<file path="config.mk">
export PLATFORM = sky130hd
export DESIGN_NAME = alu_iter
export DESIGN_NICKNAME = d
export VERILOG_FILES = /design/src/rtl/alu_iter.sv
export SDC_FILE = /design/constraint.sdc
export NUM_CORES = 1
export LEC_CHECK = 0
export BUFFER_PORTS_ARGS = -buffer_cell sky130_fd_sc_hd__buf_2
export CORE_ASPECT_RATIO = 1.4
export CORE_MARGIN = 4
export CORE_UTILIZATION = 62
export CTS_BUF_LIST = sky130_fd_sc_hd__clkbuf_16
export DETAILED_ROUTE_END_ITERATION = 10
export HOLD_SLACK_MARGIN = 0.12
export PLACE_DENSITY = 0.82
export SLEW_MARGIN = 10
export SYNTH_ARGS = -nofsm -noshare
export SYNTH_HDL_FRONTEND = slang
export SYNTH_SLANG_ARGS = --single-unit
</file>
<file path="constraint.sdc">
create_clock -name clk -period 8 [get_ports clk]
set_input_delay 1.6 -clock clk [delete_from_list [all_inputs] [get_ports clk]]
set_output_delay 1.6 -clock clk [all_outputs]
set_load 0.02 [all_outputs]
</file>
<file path="src/rtl/alu_iter.sv">
// Iterative, handshaked ALU: single-cycle logic/arithmetic ops, multi-cycle shifts and
// shift-add multiply. Results and flags are registered and held until the consumer takes them.
module alu_iter #(
    parameter int WIDTH      = 8,
    parameter int SHIFT_STEP = 1
) (
    input  logic             clk,
    input  logic             rst_n,
    input  logic             in_valid,
    output logic             in_ready,
    input  logic [3:0]       op,
    input  logic [WIDTH-1:0] a,
    input  logic [WIDTH-1:0] b,
    output logic             out_valid,
    input  logic             out_ready,
    output logic [WIDTH-1:0] result,
    output logic             carry,
    output logic             zero,
    output logic             illegal
);

    localparam int LW = $clog2(WIDTH);
    localparam int CW = LW + 1;
    localparam logic [CW-1:0] STEP       = CW'(SHIFT_STEP);
    localparam logic [CW-1:0] MUL_CYCLES = CW'(WIDTH);
    localparam logic [CW-1:0] ONE        = CW'(1);

    localparam logic [3:0] OP_ADD = 4'h0;
    localparam logic [3:0] OP_SUB = 4'h1;
    localparam logic [3:0] OP_AND = 4'h2;
    localparam logic [3:0] OP_OR  = 4'h3;
    localparam logic [3:0] OP_XOR = 4'h4;
    localparam logic [3:0] OP_LSH = 4'h5;
    localparam logic [3:0] OP_RSH = 4'h6;
    localparam logic [3:0] OP_SEQ = 4'h7;
    localparam logic [3:0] OP_SLT = 4'h8;
    localparam logic [3:0] OP_MUL = 4'h9;

    typedef enum logic [1:0] {
        IDLE  = 2'd0,
        SHIFT = 2'd1,
        MUL   = 2'd2,
        DONE  = 2'd3
    } state_t;

    state_t state_q, state_d;

    logic [WIDTH-1:0] work_q,    work_d;
    logic [WIDTH-1:0] mplier_q,  mplier_d;
    logic [WIDTH-1:0] acc_q,     acc_d;
    logic [CW-1:0]    rem_q,     rem_d;
    logic             shl_q,     shl_d;
    logic [WIDTH-1:0] result_q,  result_d;
    logic             carry_q,   carry_d;
    logic             zero_q,    zero_d;
    logic             illegal_q, illegal_d;

    logic             accept;
    logic             commit;
    logic             new_carry;
    logic             new_illegal;
    logic [LW-1:0]    amt;
    logic [CW-1:0]    step;
    logic [WIDTH:0]   add_sum;
    logic [WIDTH:0]   sub_diff;

    assign accept   = in_valid && in_ready;
    assign amt      = b[LW-1:0];
    assign step     = (rem_q > STEP) ? STEP : rem_q;
    assign add_sum  = {1'b0, a} + {1'b0, b};
    assign sub_diff = {1'b0, a} - {1'b0, b};

    always_ff @(posedge clk) begin
        if (!rst_n) begin
            state_q <= IDLE;
        end else begin
            state_q <= state_d;
        end
    end

    always_comb begin
        state_d = state_q;
        case (state_q)
            IDLE: begin
                if (accept) begin
                    if (op == OP_MUL) begin
                        state_d = MUL;
                    end else if ((op == OP_LSH || op == OP_RSH) && amt != '0) begin
                        state_d = SHIFT;
                    end else begin
                        state_d = DONE;
                    end
                end
            end
            SHIFT, MUL: begin
                if (rem_d == '0) begin
                    state_d = DONE;
                end
            end
            DONE: begin
                if (out_ready) begin
                    state_d = IDLE;
                end
            end
            default: state_d = IDLE;
        endcase
    end

    always_comb begin
        in_ready  = (state_q == IDLE);
        out_valid = (state_q == DONE);
    end

    // Result and flags only change on "commit", so they stay put while an op is in flight
    always_comb begin
        work_d      = work_q;
        mplier_d    = mplier_q;
        acc_d       = acc_q;
        rem_d       = rem_q;
        shl_d       = shl_q;
        result_d    = result_q;
        carry_d     = carry_q;
        zero_d      = zero_q;
        illegal_d   = illegal_q;
        commit      = 1'b0;
        new_carry   = 1'b0;
        new_illegal = 1'b0;

        case (state_q)
            IDLE: begin
                if (accept) begin
                    case (op)
                        OP_ADD: begin
                            result_d  = add_sum[WIDTH-1:0];
                            new_carry = add_sum[WIDTH];
                            commit    = 1'b1;
                        end
                        OP_SUB: begin
                            result_d  = sub_diff[WIDTH-1:0];
                            new_carry = sub_diff[WIDTH];
                            commit    = 1'b1;
                        end
                        OP_AND: begin
                            result_d = a & b;
                            commit   = 1'b1;
                        end
                        OP_OR: begin
                            result_d = a | b;
                            commit   = 1'b1;
                        end
                        OP_XOR: begin
                            result_d = a ^ b;
                            commit   = 1'b1;
                        end
                        OP_LSH, OP_RSH: begin
                            work_d = a;
                            rem_d  = {1'b0, amt};
                            shl_d  = (op == OP_LSH);
                            if (amt == '0) begin
                                result_d = a;
                                commit   = 1'b1;
                            end
                        end
                        OP_SEQ: begin
                            result_d = {{(WIDTH-1){1'b0}}, (a == b)};
                            commit   = 1'b1;
                        end
                        OP_SLT: begin
                            result_d = {{(WIDTH-1){1'b0}}, ($signed(a) < $signed(b))};
                            commit   = 1'b1;
                        end
                        OP_MUL: begin
                            work_d   = a;
                            mplier_d = b;
                            acc_d    = '0;
                            rem_d    = MUL_CYCLES;
                        end
                        default: begin
                            result_d    = '0;
                            new_illegal = 1'b1;
                            commit      = 1'b1;
                        end
                    endcase
                end
            end
            SHIFT: begin
                work_d = shl_q ? (work_q << step) : (work_q >> step);
                rem_d  = rem_q - step;
                if (rem_d == '0) begin
                    result_d = work_d;
                    commit   = 1'b1;
                end
            end
            MUL: begin
                // work_q holds the multiplicand shifted into place for the current multiplier bit
                acc_d    = mplier_q[0] ? (acc_q + work_q) : acc_q;
                work_d   = work_q << 1;
                mplier_d = mplier_q >> 1;
                rem_d    = rem_q - ONE;
                if (rem_d == '0) begin
                    result_d = acc_d;
                    commit   = 1'b1;
                end
            end
            default: begin
            end
        endcase

        if (commit) begin
            carry_d   = new_carry;
            illegal_d = new_illegal;
            zero_d    = (result_d == '0);
        end
    end

    always_ff @(posedge clk) begin
        if (!rst_n) begin
            work_q    <= '0;
            mplier_q  <= '0;
            acc_q     <= '0;
            rem_q     <= '0;
            shl_q     <= 1'b0;
            result_q  <= '0;
            carry_q   <= 1'b0;
            zero_q    <= 1'b0;
            illegal_q <= 1'b0;
        end else begin
            work_q    <= work_d;
            mplier_q  <= mplier_d;
            acc_q     <= acc_d;
            rem_q     <= rem_d;
            shl_q     <= shl_d;
            result_q  <= result_d;
            carry_q   <= carry_d;
            zero_q    <= zero_d;
            illegal_q <= illegal_d;
        end
    end

    assign result  = result_q;
    assign carry   = carry_q;
    assign zero    = zero_q;
    assign illegal = illegal_q;

endmodule

</file>
Word level (Yosys, flattened, before mapping) --
Cells that the tools add are included.
Word-level totals: word-level logic and storage cells 100, register bits 42
Operators by class: eq/ne operators 18, bitwise gates (word level) 3, $add $sub $neg 5, shift-type cells 2, muxes and demuxes 39, $lt $le $gt $ge 2, reduce and logical (&&, ||, !) cells 21
Operator list (number):
- $mux W8 | 12
- $pmux W8 S9 | 1
- $pmux W8 S3 | 2
- $pmux W8 S2 | 2
- $eq A4 B3 Y1 const B | 4
- $logic_not A4 Y1 | 4
- $pmux W4 S3 | 1
- $reduce_and A3 Y1 | 4
- $mux W2 | 5
- $reduce_or A10 Y1 | 1
- $add A8 B8 Y9 | 1
- $mux W1 | 9
- $sub A8 B8 Y9 | 1
- $add A8 B8 Y8 | 1
- $and A8 B8 Y8 | 1
- $eq A4 B2 Y1 const B | 2
- $eq A4 B4 Y1 const B | 2
- $eq A8 B8 Y1 | 1
- $logic_not A8 Y1 | 1
- $lt A8 B8 Y1 | 1
- $mux W4 | 2
- $or A8 B8 Y8 | 1
- $pmux W4 S2 | 1
- $shl A8 B4 Y8 | 1
- other kinds (21) | 29

Depth between registers and ports, before layout --
word-level depth 8, depth in mapped cells 18, depth with buffers taken out 15

Worst setup path before layout --
OpenSTA, ideal clock, no wires.
kind input -> register, start input a[0], end register zero_q (netlist: zero), data arrival time 3.805 ns, required time 7.916 ns, stages 11, slack 4.111 ns, path through inv_1 > ha_1 > fa_1 > o21bai_1 > a21oi_1 > o31ai_1 > a211oi_1 > o31a_1 > a211oi_1 > nand4_1 > o31ai_2
On the way: longest elaborated chain between the ends 5, elaborated cells between the ends (all ways) 12
Ends and longest elaborated chain:
- from (decl) | line 12 | input logic [WIDTH-1:0] a,
- $sub A8 B8 Y9, or another cell as far along | line 71 | assign sub_diff = {1'b0, a} - {1'b0, b};
- $pmux W8 S9 (*) | line 132 | case (op)
- $mux W8 (*) | line 131 | if (accept) begin
- $pmux W8 S3 (*) | line 129 | case (state_q)
- $logic_not A8 Y1 (*) | line 212 | zero_d = (result_d == '0);
- to (signal assigned) | line 235 | zero_q <= zero_d;
- to (decl) | line 55 | logic zero_q, zero_d;
Mark *: on every way between the ends. The rest lies on a longest branch, timed or not. A chain may end at the register's enable or synchronous reset.

Final worst setup path --
start register rem_q[0], end register zero_q (netlist: zero)
On the way: longest elaborated chain between the ends 7, elaborated cells between the ends (all ways) 16
Ends and longest elaborated chain:
- from (decl) | line 51 | logic [CW-1:0] rem_q, rem_d;
- from (signal assigned) | line 231 | rem_q <= rem_d;
- $gt A4 B1 Y1 | line 69 | assign step = (rem_q > STEP) ? STEP : rem_q;
- $mux W4 | line 69
- $sub A4 B4 Y4, or another cell as far along | line 188 | rem_d = rem_q - step;
- $logic_not A4 Y1 or $mux W8 (tied branches) | line 189, 187
- $mux W8 | line 189 | if (rem_d == '0) begin
- $pmux W8 S3 | line 129
- $logic_not A8 Y1 | line 212
Several ways; a longest one is shown, not always the timed one.

==> results.md <==
Layout:
- The synthesis-to-finish area growth is 6.91%.
- 0 antenna diodes ended up in the layout.
- The final standard cell area without fillers is 5010 sq um.
- The net count reported at finish is 712.
- The layout cell share with drive strength beyond 1 is 0.118.
- The number of inserted filler cells in the final layout is 662.

STA:
- The ratio of final minimum period to clock period is 0.531.
- The maximum clock frequency is 236 MHz.
- Setup violations remaining at the end of the flow were counted as 0.
- The worst slew margin relative to its limit is 0.346.
- The pin slew with the least headroom to its limit is 0.974 ns.
- The final setup skew is 0.00437 ns.
- Setup repair after global routing left no endpoint under its margin.
- The total count of max-transition violations in the final report is 0.
- The final-layout setup total negative slack is 0 ns.
- The final number of hold-violating endpoints is 0.
- The post-route minimum period is 4.24 ns.

Worst setup path:
- The critical path is of the flop to flop type.
- The endpoint class of the critical path is a flop.
- The worst register-to-register path begins at rem_q[0].
- The highest net fanout along the worst path is 31.
- The element type at the critical path start is a flop.
- The data required time at the worst endpoint is 8.21 ns.
- The arrival time at the worst endpoint is 4.45 ns.
- The most critical setup path has its startpoint at rem_q[0].

Floorplan:
- The number of I/O pins is 37.
- The die is 81.5 um wide.
- The area of the core is 7360 sq um.
- The starting density of the core is 0.637.
- The area enclosed by the die boundary is 9040 sq um.
- The floorplan die height is 111 um.
- The cell row count is 37.

GRT:
- The initial antenna violation count is 0.
- The via count of the first global-routing pass is 4939.
- For this run, the total global-route usage over all layers was measured as 0.353.
- The leftover overflow at the end of global routing is 0.
- Entering global routing, the biggest net connects 38 pins.
- The wire length of the first global-routing pass is 25000 um.

Routing:
- In the final routed layout, each cell accounts on average for 21.1 um.
- The count of antenna-violating nets left after detailed routing is 0.
- In the routed design, unresolved DRC markers number 0.
- The first detailed-routing pass ran for 5 iterations.
- Detailed routing inserted a total of 5079 vias.
- Dividing the detail-routed via count by the number of cells gives 6.85.
- The overall routed net length is 15600 um.
- After the first detailed-routing iteration, the DRC count stood at 501.

Synth:
- After synthesis the cells add up to 4690 sq um.
- The synthesized design contains 0 enable-type register cells.
- The library cell with the largest summed area after synthesis is sky130_fd_sc_hd__dfxtp_1.
- The share of the Yosys chip area taken by registers is 0.179.
- The gate count after technology mapping is 636.
- Ranked by total cell area, the synthesized netlist is headed by sky130_fd_sc_hd__dfxtp_1 (18%), sky130_fd_sc_hd__ha_1 (11%), sky130_fd_sc_hd__nor2_1 (5.9%), sky130_fd_sc_hd__a21oi_1 (4.4%), sky130_fd_sc_hd__o21ai_0 (4.3%).
- The total of warnings raised by yosys is 0.
- The most used flip-flop cell after synthesis is sky130_fd_sc_hd__dfxtp_1.
- The number of distinct library cells after synthesis is 76.
- The share of synthesized registers carrying an async set or reset is 0.
- Of the post-synthesis cell area, the dominant cell type holds 0.179.
- The synthesized area per cell is 7.37 sq um.
- The number of nets handed over by synthesis was 704.
- Synthesis inferred 42 register bits.

Clocking:
- In this run, post-CTS repair resized a total of 0 instances.
- The longest clock path from root to sink contains 2 buffers.
- The H-tree was split into 2 levels.
- The cell sitting at the root of the clock tree is a sky130_fd_sc_hd__clkbuf_16.
- The clock input transition at the sequential cells of the worst setup and hold paths is 0.06 ns.
- For this design, the sink count on the clock tree is 42.
- The CTS tree is built.
- The number of buffers added by the clock tree synthesis step is 5.
- Once the clock tree was built, the setup fixing pass inserted 0 buffers.
- The count of hold-fix buffers inserted at cts is 0.
- The insertion delay of the later-clocked pin in the worst-skew pair is 0.29 ns.

Hold path:
- The source of the worst hold timing path is acc_q[4].
- The tightest min-delay check is of the flop to flop type.

Pwr:
- The worst-case IR drop observed on VDD is 0.264 mV.
- For this design the ratio of total power to cell area is 307 nW/um^2.
- The static leakage power is 2.00 nW.

Job:
- The tool flagged a number of max-cap violations equal to 0.

Status:
- The run finished with clean final reports.

Placement:
- The HPWL after detailed placement is 11900 um.
- The cell area reported after detailed placement is 4870 sq um.
- Port buffering added 36 buffers.
- The global placer's final weighted congestion is 1.01.
-- path summary, 6_finish.rpt --
path | end | cells past startpoint | slack (ns)
setup / recovery | zero | 15 | 3.76
hold / removal | acc_q[4] | 2 | 0.48
setup reg to reg | zero | 15 | 3.76
hold reg to reg | acc_q[4] | 2 | 0.48
-- worst max-delay path, stage by stage, from the launching register on --
cell and delay, ns:
sky130_fd_sc_hd__dfxtp_1 0.31, sky130_fd_sc_hd__buf_4 0.33, sky130_fd_sc_hd__inv_1 0.24, sky130_fd_sc_hd__ha_1 0.36
sky130_fd_sc_hd__o21ba_2 0.31, sky130_fd_sc_hd__nand2_1 0.13, sky130_fd_sc_hd__nand2_1 0.10, sky130_fd_sc_hd__ha_1 0.28
sky130_fd_sc_hd__xor2_1 0.19, sky130_fd_sc_hd__a2111oi_4 0.57, sky130_fd_sc_hd__and3_1 0.40, sky130_fd_sc_hd__nor3_2 0.13
sky130_fd_sc_hd__nand4b_1 0.24, sky130_fd_sc_hd__nor4_2 0.18, sky130_fd_sc_hd__nand4_1 0.14, sky130_fd_sc_hd__o31ai_2 0.24
-- per-layer routing --
metal	routed length, um	vias to the layer above	global-route usage
met5	0	-	0
met4	1160	0	0.227
met3	977	83	0.0415
met2	7530	251	0.583
met1	5970	2374	0.418
li1	-	2371	-
-- registers in the layout, summed over array words and instances, names as in the netlist --
register	flops
acc_q	8
carry	1
illegal	1
mplier_q	8
rem_q	4
result	8
shl_q	1
state_q	2
work_q	8
zero	1
-- per-stage QoR --
step	util	std cells	hold WS, ns	power (mW)	setup slack, ns
6_report	0.681	742	0.478	1.54	3.76
5_1_grt	0.681	742	0.494	1.64	3.49
4_1_cts	0.681	742	0.479	1.51	3.81
3_5_place_dp	0.661	734	0.470	1.30	3.65
3_3_place_gp	0.661	734	0.452	1.29	3.76
2_1_floorplan	-	636	0.444	1.07	4.11
-- logic make-up (layout without fill, tap and decap cells) --
group                    count (synthesis)  count (layout)  share of synthesized area
AO/OA/AOI/OAI                          216             216                      0.321
adder cells (fa/ha/maj)                 44              44                      0.122
flip-flops                              42              42                      0.179
multiplexers                            25              25                     0.0600
buffers and inverters                   83              92                     0.0715
AND/OR/NAND/NOR                        218             218                      0.231
XOR/XNOR                                 8               8                     0.0149
-- layout make-up --
class                      instances  area [sq um]  share of cell area
timing repair buffer              43           233              0.0464
sequential                        42           841               0.168
clock buffer                       5           125              0.0250
clock inverter                     3          21.3             0.00424
tap                               97           121              0.0242
multi-input combinational        511          3520               0.702
inverter                          41           154              0.0307
-- placed cells by master, fill, tap and decap left out, types with 3 or more instances in the layout --
| master | count |
|---|---|
| sky130_fd_sc_hd__nor2_1 | 74 |
| sky130_fd_sc_hd__a21oi_1 | 41 |
| sky130_fd_sc_hd__o21a_1 | 3 |
| sky130_fd_sc_hd__nand4_1 | 4 |
| sky130_fd_sc_hd__dfxtp_1 | 42 |
| sky130_fd_sc_hd__a22o_1 | 4 |
| sky130_fd_sc_hd__o31ai_1 | 12 |
| sky130_fd_sc_hd__clkbuf_16 | 5 |
| sky130_fd_sc_hd__nand2_1 | 46 |
| sky130_fd_sc_hd__a221o_1 | 4 |
| sky130_fd_sc_hd__inv_1 | 39 |
| sky130_fd_sc_hd__buf_4 | 7 |
| sky130_fd_sc_hd__a31oi_1 | 11 |
| sky130_fd_sc_hd__a211oi_1 | 21 |
| sky130_fd_sc_hd__xnor2_1 | 6 |
| sky130_fd_sc_hd__buf_2 | 36 |
| sky130_fd_sc_hd__or3_1 | 7 |
| sky130_fd_sc_hd__o31a_1 | 4 |
| sky130_fd_sc_hd__nor2b_1 | 8 |
| sky130_fd_sc_hd__and2_1 | 3 |
| sky130_fd_sc_hd__a221oi_1 | 3 |
| sky130_fd_sc_hd__a22oi_1 | 10 |
| sky130_fd_sc_hd__mux2i_1 | 18 |
| sky130_fd_sc_hd__a2bb2oi_1 | 3 |
| sky130_fd_sc_hd__o22ai_1 | 9 |
| sky130_fd_sc_hd__a31o_2 | 3 |
| sky130_fd_sc_hd__o21ai_0 | 39 |
| sky130_fd_sc_hd__nor4_1 | 5 |
| sky130_fd_sc_hd__nand3_1 | 17 |
| sky130_fd_sc_hd__nand2b_1 | 13 |
| sky130_fd_sc_hd__nor3_1 | 17 |
| sky130_fd_sc_hd__o311ai_0 | 4 |
| sky130_fd_sc_hd__a21o_1 | 4 |
| sky130_fd_sc_hd__ha_1 | 41 |
| sky130_fd_sc_hd__o211ai_1 | 11 |
| sky130_fd_sc_hd__nor4b_1 | 4 |
| sky130_fd_sc_hd__o21bai_1 | 5 |
| sky130_fd_sc_hd__fa_1 | 3 |
| sky130_fd_sc_hd__a32oi_1 | 3 |
| sky130_fd_sc_hd__mux2_2 | 5 |
-- where the power goes --
group	internal, mW	switching (mW)
sequential	0.256	0.0973
clock	0.116	0.0894
combinational	0.365	0.615
total	0.736	0.801
-- cell usage after synthesis, drive strengths merged, types with 3 or more instances --
cell type / number
inv: 40
o21ai: 41
nand2b: 13
a22oi: 10
nor2b: 8
nand2: 46
a2bb2oi: 3
ha: 41
nand3: 17
nor3: 18
buf: 16
a32oi: 3
a21o: 4
nor4b: 5
o31ai: 14
clkbuf: 26
o22ai: 9
nand4: 4
dfxtp: 42
a221o: 4
a22o: 4
o311ai: 4
o211ai: 11
mux2i: 18
a31o: 3
o21bai: 6
nor4: 6
a221oi: 3
xnor2: 6
mux2: 5
o21a: 3
a31oi: 11
and2: 3
fa: 3
nor2: 74
o221ai: 3
or3: 7
a211oi: 21
a21oi: 41
o31a: 4
Note: power is estimated with default switching activity, not from simulation.
